$ cat config.mk
export PLATFORM = sky130hd
export DESIGN_NAME = dnn_result_sel
export DESIGN_NICKNAME = d
export VERILOG_FILES = /design/src/rtl/dnn_pkg.sv /design/src/rtl/dnn_argmax_step.sv /design/src/rtl/dnn_result_sel.sv
export SDC_FILE = /design/constraint.sdc
export NUM_CORES = 1
export LEC_CHECK = 0
export BUFFER_PORTS_ARGS = -buffer_cell sky130_fd_sc_hd__buf_2
export CAP_MARGIN = 10
export CORE_AREA = 8 8 84 86
export DETAILED_ROUTE_END_ITERATION = 10
export DIE_AREA = 0 0 92 94
export PLACE_DENSITY = 0.71
export SLEW_MARGIN = 20
export SYNTH_ARGS = -nofsm -noshare
export SYNTH_HDL_FRONTEND = slang
export SYNTH_SLANG_ARGS = --single-unit
$ cat constraint.sdc
create_clock -name clk -period 2.6 [get_ports clk]
set_clock_uncertainty 0.2 [all_clocks]
set_input_delay 0.39 -clock clk [delete_from_list [all_inputs] [get_ports clk]]
set_output_delay 0.39 -clock clk [all_outputs]
set_load 0.02 [all_outputs]
$ cat src/rtl/dnn_pkg.sv
// Shared types and default sizing for the DNN result selector.
package dnn_pkg;
  localparam int DEF_DATA_WIDTH  = 3;
  localparam int DEF_NUM_CLASSES = 10;
  localparam int DEF_IDX_WIDTH   = 4;

  typedef enum logic [1:0] {
    IDLE = 2'd0,
    SCAN = 2'd1,
    HOLD = 2'd2
  } dnn_state_t;
endpackage

$ cat src/rtl/dnn_argmax_step.sv
// Running argmax: one candidate per enabled cycle, strict signed greater-than so ties keep the lower index.
// o_next_idx is the winner including the current candidate (combinational), state updates on the clock.
module dnn_argmax_step
  import dnn_pkg::*;
#(
  parameter int DATA_WIDTH = DEF_DATA_WIDTH,
  parameter int IDX_WIDTH  = DEF_IDX_WIDTH
) (
  input  logic                         clk,
  input  logic                         rst,
  input  logic                         i_clr,
  input  logic                         i_en,
  input  logic                         i_first,
  input  logic signed [DATA_WIDTH-1:0] i_cand_val,
  input  logic        [IDX_WIDTH-1:0]  i_cand_idx,
  output logic        [IDX_WIDTH-1:0]  o_next_idx
);
  logic signed [DATA_WIDTH-1:0] r_best_val;
  logic        [IDX_WIDTH-1:0]  r_best_idx;
  logic                         w_take;

  // First candidate loads unconditionally; afterwards only a strictly larger score wins.
  assign w_take     = i_first || (i_cand_val > r_best_val);
  assign o_next_idx = w_take ? i_cand_idx : r_best_idx;

  always_ff @(posedge clk) begin
    if (rst || i_clr) begin
      r_best_val <= '0;
      r_best_idx <= '0;
    end else if (i_en && w_take) begin
      r_best_val <= i_cand_val;
      r_best_idx <= i_cand_idx;
    end
  end
endmodule

$ cat src/rtl/dnn_result_sel.sv
// Captures class scores on a done edge, scans them for the argmax over NUM_CLASSES cycles,
// and serves registered 1-cycle reads of the captured bank at any time.
module dnn_result_sel
  import dnn_pkg::*;
#(
  parameter int DATA_WIDTH  = DEF_DATA_WIDTH,
  parameter int NUM_CLASSES = DEF_NUM_CLASSES,
  parameter int IDX_WIDTH   = DEF_IDX_WIDTH
) (
  input  logic                                   clk,
  input  logic                                   rst,
  input  logic [NUM_CLASSES-1:0][DATA_WIDTH-1:0] scores_in,
  input  logic                                   scores_done,
  input  logic                                   clear,
  input  logic                                   rd_en,
  input  logic [IDX_WIDTH-1:0]                   rd_idx,
  output logic signed [DATA_WIDTH-1:0]           rd_data,
  output logic                                   rd_valid,
  output logic                                   rd_err,
  output logic [IDX_WIDTH-1:0]                   class_id,
  output logic                                   class_valid,
  output logic                                   busy,
  output logic                                   overrun
);
  localparam logic [IDX_WIDTH-1:0] LAST_IDX = IDX_WIDTH'(NUM_CLASSES - 1);
  localparam logic [IDX_WIDTH:0]   NUM_EXT  = (IDX_WIDTH + 1)'(NUM_CLASSES);

  dnn_state_t                   r_state, w_state_nxt;
  logic                         r_done_q;
  logic [IDX_WIDTH-1:0]         r_cnt;
  logic signed [DATA_WIDTH-1:0] r_bank [NUM_CLASSES];
  logic                         w_done_edge, w_capture, w_scan_step, w_last;
  logic [IDX_WIDTH-1:0]         w_next_idx;

  assign w_done_edge = scores_done && !r_done_q;
  assign busy        = (r_state == SCAN);

  always_comb begin
    w_state_nxt = r_state;
    w_capture   = 1'b0;
    w_scan_step = 1'b0;
    w_last      = 1'b0;
    if (clear) begin
      w_state_nxt = IDLE;
    end else begin
      case (r_state)
        IDLE, HOLD: begin
          if (w_done_edge) begin
            w_capture   = 1'b1;
            w_state_nxt = SCAN;
          end
        end
        SCAN: begin
          w_scan_step = 1'b1;
          if (r_cnt == LAST_IDX) begin
            w_last      = 1'b1;
            w_state_nxt = HOLD;
          end
        end
        default: w_state_nxt = IDLE;
      endcase
    end
  end

  always_ff @(posedge clk) begin
    if (rst) begin
      r_state  <= IDLE;
      r_done_q <= 1'b0;
    end else begin
      r_state  <= w_state_nxt;
      r_done_q <= scores_done;
    end
  end

  always_ff @(posedge clk) begin
    if (rst || clear) begin
      r_cnt <= '0;
    end else if (w_capture) begin
      r_cnt <= '0;
    end else if (w_scan_step) begin
      r_cnt <= r_cnt + IDX_WIDTH'(1);
    end
  end

  always_ff @(posedge clk) begin
    for (int i = 0; i < NUM_CLASSES; i++) begin
      if (rst || clear) begin
        r_bank[i] <= '0;
      end else if (w_capture) begin
        r_bank[i] <= scores_in[i];
      end
    end
  end

  dnn_argmax_step #(
    .DATA_WIDTH(DATA_WIDTH),
    .IDX_WIDTH (IDX_WIDTH)
  ) u_argmax (
    .clk       (clk),
    .rst       (rst),
    .i_clr     (clear),
    .i_en      (w_scan_step),
    .i_first   (r_cnt == '0),
    .i_cand_val(r_bank[r_cnt]),
    .i_cand_idx(r_cnt),
    .o_next_idx(w_next_idx)
  );

  always_ff @(posedge clk) begin
    if (rst || clear) begin
      class_id    <= '0;
      class_valid <= 1'b0;
      overrun     <= 1'b0;
    end else begin
      if (w_capture) begin
        class_valid <= 1'b0;
      end else if (w_last) begin
        class_id    <= w_next_idx;
        class_valid <= 1'b1;
      end
      // An edge mid-scan is dropped, only flagged.
      if (w_done_edge && r_state == SCAN) begin
        overrun <= 1'b1;
      end
    end
  end

  always_ff @(posedge clk) begin
    if (rst) begin
      rd_data  <= '0;
      rd_valid <= 1'b0;
      rd_err   <= 1'b0;
    end else if (rd_en) begin
      rd_valid <= 1'b1;
      if ({1'b0, rd_idx} < NUM_EXT) begin
        rd_data <= r_bank[rd_idx];
        rd_err  <= 1'b0;
      end else begin
        rd_data <= '0;
        rd_err  <= 1'b1;
      end
    end else begin
      rd_valid <= 1'b0;
    end
  end
endmodule

### Word level (Yosys, flattened, before mapping)

Memories as Yosys holds them, arrays and structs flattened. A register that Yosys moved wholly into a read port is not among the register bits.
Cells that the tools add are included.

| operators by class | value |
|---|---|
| div/mod/pow operators | 0 |
| bitwise gates (word level) | 11 |
| reductions and logical operators | 13 |
| $mul | 0 |
| multiplexer cells | 32 |
| equality and inequality tests | 5 |
| $add $sub $neg | 1 |
| shifts and indexed selects | 0 |
| $lt $le $gt $ge | 2 |

Operator list:

| kind | number |
|---|---|
| $mux W3 | 11 |
| $mux W1 | 15 |
| $mux W4 | 3 |
| $or A1 B1 Y1 | 10 |
| $reduce_or A2 Y1 | 3 |
| $add A4 B1 Y4 const B | 1 |
| $eq A4 B4 Y1 const B | 1 |
| $logic_not A4 Y1 | 1 |
| $lt A4 B4 Y1 const B | 1 |
| $mux W2 | 2 |
| $pmux W2 S2 | 1 |
| $reduce_and A2 Y1 | 2 |
| $gt A3 B3 Y1 | 1 |
| $logic_and A1 B1 Y1 | 3 |
| $eq A2 B1 Y1 const B | 1 |
| $eq A2 B2 Y1 const B | 1 |
| $logic_not A2 Y1 | 1 |
| $logic_or A1 B1 Y1 | 2 |
| $ne A2 B1 Y1 const B | 1 |
| $ne A2 B2 Y1 const B | 1 |
| $logic_not A1 Y1 | 1 |
| $not A1 Y1 | 1 |

| word-level totals | value |
|---|---|
| latch bits | 0 |
| ROM bits | 0 |
| output and inout bits | 12 |
| memory bits (writable) | 30 |
| logic and storage cells | 76 |
| memories kept | 1 |
| input port bits | 39 |
| register bits after elaboration | 25 |

Memory list:

| name | depth | width | read ports | clocked after memory_dff | write ports | RTL line | source |
|---|---|---|---|---|---|---|---|
| r_bank | 10 | 3 | 2 | 1 | 10 | dnn_result_sel.sv:31 | `logic signed [DATA_WIDTH-1:0] r_bank [NUM_CLASSES];` |

### Logic depth before layout (Yosys ltp)

Gate-level depths: netlist of run 1.

| logic depth | value |
|---|---|
| depth after elaboration | 9 |
| gate-level depth with buffers | 13 |
| mapped depth without buffers | 10 |

### Hierarchy

A second synthesis of run 1 with hierarchy kept.

| unflattened totals | value |
|---|---|
| cell total of the unflattened synthesis | 236 |
| area total of the unflattened synthesis | 2829.0 sq um |

Modules (own cells, without submodules):

| module | seq. area each (sq um) | times used | area an instance (sq um) | cells each |
|---|---|---|---|---|
| dnn_result_sel | 1341.3 | 1 | 2376.0 | 186 |
| dnn_argmax_step | 140.1 | 1 | 452.9 | 50 |

### Worst setup path after synthesis of run 1

No wires, ideal clock.

| timing | value |
|---|---|
| path kind | register -> register |
| start point | register with a tool-made name |
| end point | register class_id[0] |
| setup slack | -203 ps |
| library setup time | 137 ps |
| cell stages (with the launch flop) | 13 |
| arrival | 2466 ps |
| period minus slack after synthesis | 2803 ps |
| buffers on the path | 3 |
| data required time | 2263 ps |
| cells stage by stage | dfxtp_1 -> buf_6 -> buf_12 -> mux2i_1 -> mux4_2 -> o21ai_2 -> ha_1 -> nor2b_1 -> o311a_1 -> or2_1 -> clkbuf_1 -> mux2i_1 -> a21oi_1 |

RTL lines:

| element | RTL line | source |
|---|---|---|
| to (signal assigned) | dnn_result_sel.sv:118 | `class_id <= w_next_idx;` |
| to (decl) | dnn_result_sel.sv:20 | `output logic [IDX_WIDTH-1:0] class_id,` |

==> results by group, run 1 <==
Timing
  – Fin crit share: 1.059
  – Final WS setup: -0.1546 ns
  – Worst slew margin: 0.3076
  – Final Max Slew Viols: 0
  – Final setup violation count: 11
  – Worst Tran Pin Value: 1.038 ns
  – RSZ-0062 raised after global routing: yes
  – Final hold viol count: 0
  – Top achievable clock speed: 0.3630 GHz
  – Post-route setup TNS: -0.9626 ns
  – Final hold slack: 0.09911 ns
  – Final min period: 2.755 ns

Worst hold path
  – Hold Path Depth: 2
  – Hold Crit Class: in2reg
  – WHS Endpoint: r_done_q
  – Beginning of the worst hold path: scores_done

Floorplan
  – DIE AREA: 8648 µm²
  – Initial core utilization: 0.4808
  – Die Y: 94 µm
  – # rows: 28
  – Core area: 5746 µm²
  – Boundary Pins: 51
  – Horiz. Die Dim: 92 µm

Global routing
  – Grt met2 use: 0.2205
  – Busiest grt layer: met2
  – First-pass GRT wire length: 8.894 mm
  – Gr usage total: 0.1314
  – Largest net degree at the start of global routing: 31
  – Number of global-route vias before repair: 1994
  – Met1 Usage GRT: 0.1368
  – Total gr overflow: 0
  – Met3 GRT Util: 0.03917
  – Initial antenna violation count: 0

Power
  – Pwr Density: 580.9 nW/µm²
  – Total power: 1.970 mW
  – Leakage: 1.375 nW
  – Worst vdd ir: 331.9 µV

Setup path
  – Largest fanout on the critical path: 4
  – Crit path max-delay cell type: mux4_2
  – CP endpoint kind: register
  – WS Path Type: reg2reg
  – CP arrival: 2.75 ns
  – Worst-path cell chain: buf_6 > mux2i_1 > mux4_2 > o21ai_4 > ha_4 > nor2b_4 > o311a_1 > or2_4 > mux2i_1 > a21oi_1
  – Crit path top cell by count: mux2i_1
  – R2R cell count: 10
  – R2r setup slk: -0.15 ns
  – Startpoint Class: register
  – RR Endpoint: class_id[3]
  – CP peak stage delay: 0.50 ns
  – CP Data Required Time: 2.60 ns

Synth
  – Unique masters post-synth: 33
  – Yosys reg bits: 59
  – Syn Std Cell Area: 2763 µm²
  – Avg Inst Size Synth: 12.01 µm²
  – Cells after synthesis: 230
  – Syn Nets: 275
  – Synth warn: 0
  – Register area share after synthesis: 0.5362

Drt
  – Routed vias: 1880
  – Drt pass-1 iters: 4
  – Remaining routing DRC violations: 0
  – Drt first-iter violations: 70
  – ANT nets after route: 0
  – DR vias/cell: 5.040
  – Drt total wl: 5.433 mm
  – Wirelength per Cell: 14.57 µm

Cells and area
  – Commonest non-fill, non-tap cell in the layout: buf_2
  – Diode count: 0
  – Area Overhead vs Synth: 22.74%
  – Share of cells above drive strength 1: 0.3456
  – Most frequent cells in the layout: 50 x buf_2, 30 x and2_1, 30 x edfxtp_1
  – Final Cell Area: 3391 µm²
  – Final net count: 338

Placement
  – Placer congestion estimate: 0.8288
  – DP Area: 3119 µm²
  – PortBufs: 50
  – HPWL after detailed placement: 3.986 mm

Clock network
  – CTS Root Buffer Type: clkbuf_8
  – Skew-Pair Late Insertion Delay: 0.33 ns
  – CTS Buf Count: 9
  – Clk sinks: 59
  – H-Tree Depth: 3
  – Maximum root-to-sink buffer count: 2
  – CTS tree: built
  – Clk slew on worst S/H paths: 0.07 ns
  – Post-CTS Hold Buffers: 0

Outcome
  – Violated checks: negative setup slack
  – Status: complete, but fails checks

Run
  – MaxCap Viol Count: 0
==> kinds of logic after synthesis <==
family,after synthesis,synth area share
AO/OA/AOI/OAI,31,0.06658
multiplexers,39,0.1848
flip-flops,59,0.5362
AND/OR/NAND/NOR,75,0.1431
adder cells (fa/ha/maj),6,0.02717
XOR/XNOR,3,0.009513
buffers and inverters,17,0.03261
==> flip-flops by register name, indices dropped and copies added, names as in the netlist, 2 cells and up, named ones only <==
name and cells:
r_bank 30, u_argmax.r_best_idx 4, class_id 4, r_cnt 4
r_state 2, rd_data 3, u_argmax.r_best_val 3
==> critical path: cells and delay by family (launching register included) <==
kind	cells	cell delay [ns]
fa+ha+maj	1	0.22
mux	3	0.77
buf+inv	1	0.12
simple gates	2	0.39
compound gates	3	0.58
flops	1	0.34
==> synthesized netlist by cell type (all sizes together) <==
cell type,instances,share of area
and2,30,0.068
edfxtp,30,0.33
o21a,1,0.0027
o311a,1,0.0036
clkbuf,6,0.0082
xor2,2,0.0063
xnor2,1,0.0032
inv,7,0.0095
nor3,2,0.0054
mux2i,24,0.087
buf,4,0.015
ha,6,0.027
nor2,23,0.031
nand2b,5,0.011
a211oi,1,0.0027
mux4,9,0.073
o22a,2,0.0063
nand3b,1,0.0027
mux2,6,0.024
o21ai,12,0.024
nor2b,3,0.0068
nand2,8,0.011
or2,2,0.0045
dfxtp,29,0.21
nand4,1,0.0023
o32ai,1,0.0032
a21oi,13,0.024
==> cell type report <==
cell class | count | area [µm²]
well taps | 75 | 93.84
fillers | 479 | 2355
repair buffers | 62 | 351.6
clock inverters | 1 | 5.005
flip-flops and latches | 59 | 1483
clock buffers | 15 | 177.7
multi-input cells | 154 | 1254
inverters | 7 | 26.28
==> routing by layer <==
layer / share of wire / routed length [µm]
met2: 0.49 / 2652
met3: 0.051 / 278
met4: 0.024 / 131
met1: 0.44 / 2371
met5: 0 / 0
==> power breakdown <==
| group | leakage [nW] | internal (mW) | switching [mW] | total, mW |
|---|---|---|---|---|
| clock network | 0.0929 | 0.430 | 0.337 | 0.767 |
| registers | 0.578 | 1.02 | 0.0187 | 1.03 |
| logic | 0.704 | 0.0865 | 0.0822 | 0.169 |
| total | 1.38 | 1.53 | 0.438 | 1.97 |
==> how the worst max path moves through the flow <==
| stage | from | endpoint | slack, ns | depth (start not counted) |
|---|---|---|---|---|
| 3_3_place_gp | register | class_id[0] | -0.15 | 10 |
| 5_1_grt | register | class_id[3] | -0.22 | 10 |
| 2_1_floorplan | register | class_id[0] | -0.19 | 12 |
| 6_report | register | class_id[3] | -0.15 | 10 |
| 4_1_cts | register | class_id[3] | -0.15 | 10 |
| 3_5_place_dp | register | u_argmax.r_best_idx[0] | -0.21 | 10 |
==> per-stage QoR <==
stage,utilization,cells,worst slack (ns)
after CTS,0.5812,372,-0.1542
after floorplan,-,230,-0.1852
final,0.5902,373,-0.1546
after global placement,0.5429,354,-0.1513
after detailed placement,0.5429,354,-0.2066
after global routing,0.5902,373,-0.2166
==> timing repair <==
| action | 4_1_cts | 5_1_grt |
|---|---|---|
| buffers inserted | 2 | 1 |
| endpoints found under the setup margin | 11 | 11 |
| pin swaps | 2 | 2 |
| resized for setup | 7 | 7 |
No activity file was read; power rests on OpenSTA's default activity.
==> run 2, diff against run 1 <==
--- a/config.mk
+++ b/config.mk
@@ -7,10 +7,11 @@
 export LEC_CHECK = 0
 export BUFFER_PORTS_ARGS = -buffer_cell sky130_fd_sc_hd__buf_2
 export CAP_MARGIN = 10
-export CORE_AREA = 8 8 84 86
+export CORE_AREA = 8 8 82 84
+export CTS_BUF_LIST = sky130_fd_sc_hd__clkbuf_2
 export DETAILED_ROUTE_END_ITERATION = 10
-export DIE_AREA = 0 0 92 94
-export PLACE_DENSITY = 0.71
+export DIE_AREA = 0 0 90 92
+export PLACE_DENSITY = 0.77
 export SLEW_MARGIN = 20
 export SYNTH_ARGS = -nofsm -noshare
 export SYNTH_HDL_FRONTEND = slang
==> run 2 against run 1 <==
  * Combinational power is 27% higher
  * The flow still finishes with violations (negative setup slack)
  * Flip-flop and latch count stayed put
  * Cell area is 6.8% higher
  * Via count is 11% higher
  * Worst hold slack worse by 0.027 ns
  * Routed wire length is 17% higher
  * Sequential share of layout area is 2.8 points lower
  * Fmax is 0.70% lower
  * Global-route usage is 2.8 points higher
  * Die area is 4.3% lower
  * Critical path depth stayed put
  * Total power is 14% lower
==> results by group, run 2 (synthesized netlist as in run 1, its figures left out) <==
Setup path
  – R2R cell count: 10 (unchanged)
  – Startpoint Class: register
  – RR Endpoint: class_id[1]
  – CP arrival: 2.95 ns (+0.20 ns)
  – Largest fanout on the critical path: 4 (unchanged)
  – CP Data Required Time: 2.78 ns (+0.18 ns)
  – WS Path Type: reg2reg
  – R2r setup slk: -0.17 ns (-0.02 ns)
  – CP endpoint kind: register

Drt
  – Remaining routing DRC violations: 0 (unchanged)
  – Routed vias: 2080 (+11%)
  – ANT nets after route: 0 (unchanged)
  – Top Metal Used: met4
  – Drt first-iter violations: 188 (+170%)
  – DR vias/cell: 5.098 (+1.1%)
  – Wirelength per Cell: 15.58 µm (+7.0%)
  – Met2 Wirelength: 3.325 mm (+25%)
  – Met3 Wirelength: 338 µm (+22%)
  – Met1 Routed Length: 2.585 mm (+9.0%)
  – Drt total wl: 6.358 mm (+17%)
  – Drt pass-1 iters: 4 (unchanged)

Power
  – Leakage: 1.488 nW (+8.2%)
  – Worst vdd ir: 346.6 µV (+4.4%)
  – Pwr Density: 466.3 nW/µm² (-20%)

Cells and area
  – Most frequent cells in the layout: 50 x buf_2, 35 x dlygate4sd3_1, 30 x and2_1, 30 x edfxtp_1, 28 x dfxtp_1
  – Area occupied by multi-input gates: 1224 µm² (-2.4%)
  – Final Cell Area: 3622 µm² (+6.8%)
  – Fin util: 0.6701 (+0.07998)
  – Final net count: 376 (+11%)
  – Share of cells above drive strength 1: 0.3095 (-0.03611)
  – Max FFs per register: 30 (unchanged)
  – Largest Register: r_bank
  – Diode count: 0 (unchanged)
  – Fillers: 425 (-11%)
  – Commonest non-fill, non-tap cell in the layout: buf_2
  – Sequential Area: 1483 µm² (unchanged)
  – Area Overhead vs Synth: 31.11%

Floorplan
  – Horiz. Die Dim: 90 µm (-2.2%)
  – # rows: 27 (-3.6%)
  – Initial core utilization: 0.5111 (+0.03027)
  – DIE AREA: 8280 µm² (-4.3%)
  – Boundary Pins: 51 (unchanged)
  – Die Y: 92 µm (-2.1%)
  – Core area: 5405 µm² (-5.9%)

Run
  – MaxCap Viol Count: 0 (unchanged)

Clock network
  – Skew-Pair Late Insertion Delay: 0.49 ns (+0.16 ns)
  – CTS Buf Count: 9 (unchanged)
  – Maximum root-to-sink buffer count: 2 (unchanged)
  – CTS tree: built
  – H-Tree Depth: 3 (unchanged)
  – Clk slew on worst S/H paths: 0.17 ns (+0.10 ns)
  – CTS Root Buffer Type: clkbuf_2
  – Clk sinks: 59 (unchanged)

Global routing
  – First-pass GRT wire length: 10.43 mm (+17%)
  – Number of global-route vias before repair: 2202 (+10%)
  – Largest net degree at the start of global routing: 31 (unchanged)
  – Gr usage total: 0.1597 (+0.02826)
  – Total gr overflow: 0 (unchanged)
  – Initial antenna violation count: 0 (unchanged)

Worst hold path
  – WHS Endpoint: class_id[1]
  – Beginning of the worst hold path: clear
  – Hold Path Depth: 3 (+1)
  – Hold Crit Class: in2reg

Placement
  – DP Area: 3123 µm² (+0.12%)
  – Placer congestion estimate: 0.8395 (+1.3%)
  – HPWL after detailed placement: 4.123 mm (+3.4%)
  – PortBufs: 50 (unchanged)

Outcome
  – Status: complete, but fails checks
  – Violated checks: negative setup slack

Timing
  – Final setup violation count: 11 (unchanged)
  – Final hold viol count: 0 (unchanged)
  – Top achievable clock speed: 0.3605 GHz (-0.70%)
  – Worst slew margin: 0.6372 (+0.3296)
  – Final Max Slew Viols: 0 (unchanged)
  – Final WS setup: -0.1739 ns (-0.01932 ns)
  – Post-route setup TNS: -1.099 ns (-0.1365 ns)
  – Fin crit share: 1.067 (+0.007430)
  – Worst Tran Pin Value: 0.5441 ns (-0.4944 ns)
  – Final min period: 2.774 ns (+0.01932 ns)
  – RSZ-0062 raised after global routing: yes
## run 2: worst max-delay path: stages (launching register included)
cell and delay (ns):
dfxtp_2 0.37, buf_6 0.12, mux2i_1 0.11, mux4_2 0.48, o21ai_2 0.15, ha_1 0.25, nor2b_1 0.13, o311a_1 0.31
or2_4 0.27, mux2i_2 0.18, a21oi_1 0.08
## run 2: how the worst max path moves through the flow
| stage | to | cells after the start | slack, ns |
|---|---|---|---|
| final | class_id[1] | 10 | -0.17 |
| after global routing | class_id[1] | 10 | -0.27 |
| after detailed placement | class_id[1] | 10 | -0.20 |
| after global placement | u_argmax.r_best_val[1] | 10 | -0.13 |
| after CTS | class_id[1] | 10 | -0.15 |
| after floorplan | class_id[0] | 12 | -0.19 |
## run 2: metrics by stage
step | power (mW) | hold WS, ns | cells | worst slack [ns]
2_1_floorplan | 1.148 | 0.2591 | 230 | -0.1852
3_3_place_gp | 1.209 | 0.2524 | 352 | -0.1288
3_5_place_dp | 1.217 | 0.2618 | 352 | -0.1968
4_1_cts | 1.695 | 0.04697 | 407 | -0.1498
5_1_grt | 1.777 | 0.04042 | 408 | -0.2690
6_report | 1.689 | 0.07190 | 408 | -0.1739
## run 2: final cells by class
| type | instances | share of cell area |
|---|---|---|
| well taps | 72 | 0.02487 |
| multi-input cells | 154 | 0.3378 |
| repair buffers | 100 | 0.2000 |
| clock inverters | 5 | 0.005527 |
| inverters | 7 | 0.007254 |
| clock buffers | 11 | 0.01520 |
| flip-flops and latches | 59 | 0.4093 |
## run 2: metal layers
metal / vias to the layer above / track usage
li1: 1022 / -
met1: 995 / 0.1648
met2: 53 / 0.2871
met3: 10 / 0.04564
met4: 0 / 0.08877
met5: - / 0
## run 2: power breakdown
part,total (mW),switching [mW],internal [mW]
Sequential,1.03,0.0199,1.01
Clock,0.440,0.318,0.121
Combinational,0.215,0.0921,0.123
## run 2: what timing repair did
item                                    CTS  global route
pin swaps                                 6             1
gates cloned                              0             0
endpoints found under the setup margin   11            11
hold endpoints to repair                 36             0
gates resized for setup                   6             2
buffers inserted                          4             0
hold buffers                             35             0
==> run 3, diff against run 2 <==
--- a/config.mk
+++ b/config.mk
@@ -5,13 +5,13 @@
 export SDC_FILE = /design/constraint.sdc
 export NUM_CORES = 1
 export LEC_CHECK = 0
-export BUFFER_PORTS_ARGS = -buffer_cell sky130_fd_sc_hd__buf_2
 export CAP_MARGIN = 10
-export CORE_AREA = 8 8 82 84
+export CORE_AREA = 8 8 78 80
 export CTS_BUF_LIST = sky130_fd_sc_hd__clkbuf_2
 export DETAILED_ROUTE_END_ITERATION = 10
-export DIE_AREA = 0 0 90 92
-export PLACE_DENSITY = 0.77
+export DIE_AREA = 0 0 86 88
+export DONT_BUFFER_PORTS = 1
+export PLACE_DENSITY = 0.76
 export SLEW_MARGIN = 20
 export SYNTH_ARGS = -nofsm -noshare
 export SYNTH_HDL_FRONTEND = slang
==> run 3 against run 2 <==
  * Sequential share of layout area increased by 2.6 points
  * Critical path type unchanged
  * First-iteration DRC count decreased by 45%
  * Critical path depth unchanged
  * Largest power group unchanged
  * Final cell count decreased by 13%
  * Combinational power decreased by 23%
  * Fmax decreased by 0.14%
  * Via count decreased by 12%
  * Die area decreased by 8.6%
  * Non-clock buffer count decreased by 50
  * Worst hold slack got worse by 0.0094 ns
  * The run still ends with negative setup slack left
  * Flip-flop and latch count unchanged
==> results by group, run 3 (synthesized netlist as in run 1, its figures left out) <==
Outcome
  – Status: complete, but fails checks
  – Violated checks: negative setup slack

Setup path
  – CP arrival: 2.93 ns (-0.02 ns)
  – Worst-path cell chain: buf_12 > mux2i_1 > mux4_2 > o21ai_2 > ha_1 > nor2b_1 > o311a_1 > o21a_2 > mux2i_1 > nor2_1
  – Largest fanout on the critical path: 10 (+6)
  – Startpoint Class: register
  – CP peak stage delay: 0.48 ns (about the same)
  – Crit path top cell by count: mux2i_1
  – Crit path max-delay cell type: mux4_2
  – WS Path Type: reg2reg
  – CP endpoint kind: register
  – CP Data Required Time: 2.76 ns (-0.02 ns)

Drt
  – Drt first-iter violations: 104 (-45%)
  – Drt total wl: 5.603 mm (-12%)
  – Remaining routing DRC violations: 0 (unchanged)
  – Drt pass-1 iters: 4 (unchanged)
  – Routed vias: 1832 (-12%)
  – Met1 Routed Length: 2.453 mm (-5.1%)
  – DR vias/cell: 5.146 (+0.94%)
  – Met2 Wirelength: 2.749 mm (-17%)
  – Met3 Wirelength: 295 µm (-13%)
  – ANT nets after route: 0 (unchanged)
  – Wirelength per Cell: 15.74 µm (+1.0%)
  – Top Metal Used: met4

Cells and area
  – Fin cells: 356 (-13%)
  – Final net count: 326 (-13%)
  – Area occupied by multi-input gates: 1204 µm² (-1.6%)
  – Largest Register: r_bank
  – Fillers: 360 (-15%)
  – Sequential Area: 1483 µm² (unchanged)
  – Commonest non-fill, non-tap cell in the layout: dlygate4sd3_1
  – Diode count: 0 (unchanged)
  – Share of cells above drive strength 1: 0.1818 (-0.1277)
  – Most frequent cells in the layout: 36 x dlygate4sd3_1, 30 x and2_1, 30 x edfxtp_1
  – Final Cell Area: 3406 µm² (-6.0%)
  – Max FFs per register: 30 (unchanged)
  – Area Overhead vs Synth: 23.28%

Floorplan
  – DIE AREA: 7568 µm² (-8.6%)
  – Horiz. Die Dim: 86 µm (-4.4%)
  – Initial core utilization: 0.5624 (+0.05129)
  – Core area: 4912 µm² (-9.1%)
  – Die Y: 88 µm (-4.3%)
  – # rows: 26 (-3.7%)
  – Boundary Pins: 51 (unchanged)

Timing
  – Worst slew margin: 0.6718 (+0.03461)
  – Final min period: 2.778 ns (+0.003969 ns)
  – Final Max Slew Viols: 0 (unchanged)
  – Fin crit share: 1.068 (+0.001527)
  – Final hold viol count: 0 (unchanged)
  – Top achievable clock speed: 0.3600 GHz (-0.14%)
  – Worst Tran Pin Value: 0.4896 ns (-0.05451 ns)
  – Final setup violation count: 11 (unchanged)
  – Final WS setup: -0.1779 ns (-0.003969 ns)
  – Post-route setup TNS: -1.714 ns (-0.6152 ns)
  – RSZ-0062 raised after global routing: yes

Power
  – Worst vdd ir: 315.1 µV (-9.1%)
  – Pwr Density: 540.8 nW/µm² (+16%)
  – Total power: 1.842 mW (+9.0%)
  – Leakage: 1.299 nW (-13%)

Global routing
  – Largest net degree at the start of global routing: 35 (+13%)
  – Number of global-route vias before repair: 1926 (-13%)
  – First-pass GRT wire length: 9.135 mm (-12%)
  – Initial antenna violation count: 0 (unchanged)
  – Total gr overflow: 0 (unchanged)
  – Gr usage total: 0.1583 (-0.001439)

Placement
  – Placed cell count: 297 (-16%)
  – Placer congestion estimate: 0.7870 (-6.3%)
  – HPWL after detailed placement: 3.645 mm (-12%)
  – PortBufs: 0 (-100%)
  – DP Area: 2860 µm² (-8.4%)

Worst hold path
  – Hold Crit Class: in2reg

Clock network
  – Clk sinks: 59 (unchanged)
  – CTS tree: built
  – Skew-Pair Late Insertion Delay: 0.47 ns (-0.02 ns)
  – CTS Buf Count: 9 (unchanged)
  – Maximum root-to-sink buffer count: 2 (unchanged)
  – CTS Root Buffer Type: clkbuf_2
  – Clk slew on worst S/H paths: 0.16 ns (about the same)
  – H-Tree Depth: 3 (unchanged)

Run
  – MaxCap Viol Count: 0 (unchanged)
==> run 3: changes by cell type in the layout (fill, tap and decap cells not counted), moves of 2 or more <==
cell	previous run	this run
buf_2	50	0
buf_6	3	0
bufinv_16	0	2
clkbuf_2	11	9
clkinv_2	1	3
==> run 3: what timing repair did <==
item	4_1_cts	5_1_grt
cloned	0	0
hold endpoints to repair	44	0
gates resized for setup	3	0
setup buffers	7	0
pin swaps	1	0
hold buffers	36	0
endpoints found under the setup margin	11	11
==> run 3: worst max-delay path, delay by kind of cell (launching register included) <==
kind                       cells  cell delay [ns]
adders and majority gates      1             0.26
and+or+nand+nor                2             0.18
AOI/OAI and AO/OA              3             0.74
DFF                            1             0.37
buffers and inverters          1             0.14
muxes                          3             0.77
==> run 3: final timing paths <==
path | slack [ns] | from | depth (start not counted) | to
worst max-delay path | -0.18 | register | 10 | u_argmax.r_best_val[1]
worst min-delay path | 0.06 | rd_idx[1] | 2 | rd_err
worst max register to register | -0.18 | register | 10 | u_argmax.r_best_val[1]
worst min register to register | 0.33 | u_argmax.r_best_idx[1] | 2 | u_argmax.r_best_idx[1]
==> run 3: stage by stage <==
step / utilization / worst slack, ns / hold WS, ns
floorplan: - / -0.1852 / 0.2591
global route: 0.6933 / -0.2722 / 0.01217
detailed placement: 0.5823 / -0.2295 / 0.2635
CTS: 0.6933 / -0.1595 / 0.007403
global placement: 0.5823 / -0.1803 / 0.2615
finish: 0.6933 / -0.1779 / 0.06246
==> run 3: power by group <==
group / switching, mW / total [mW] / internal [mW]
clock: 0.329 / 0.637 / 0.308
sequential: 0.0250 / 1.04 / 1.01
combinational: 0.0653 / 0.165 / 0.100
==> run 3: layout make-up <==
type                            instances  share of cell area
Tap cell                               70             0.02572
Clock buffer                            9             0.01323
Timing Repair Buffer                   50              0.1403
Clock inverter                          7             0.02425
Inverter                                7            0.007715
Multi-Input combinational cell        154              0.3534
Sequential cell                        59              0.4353
==> run 3: routing by layer <==
| layer | GRT usage | up-vias |
|---|---|---|
| met2 | 0.2526 | 43 |
| met1 | 0.1840 | 859 |
| li1 | - | 920 |
| met5 | 0 | - |
| met3 | 0.05066 | 10 |
| met4 | 0.09076 | 0 |
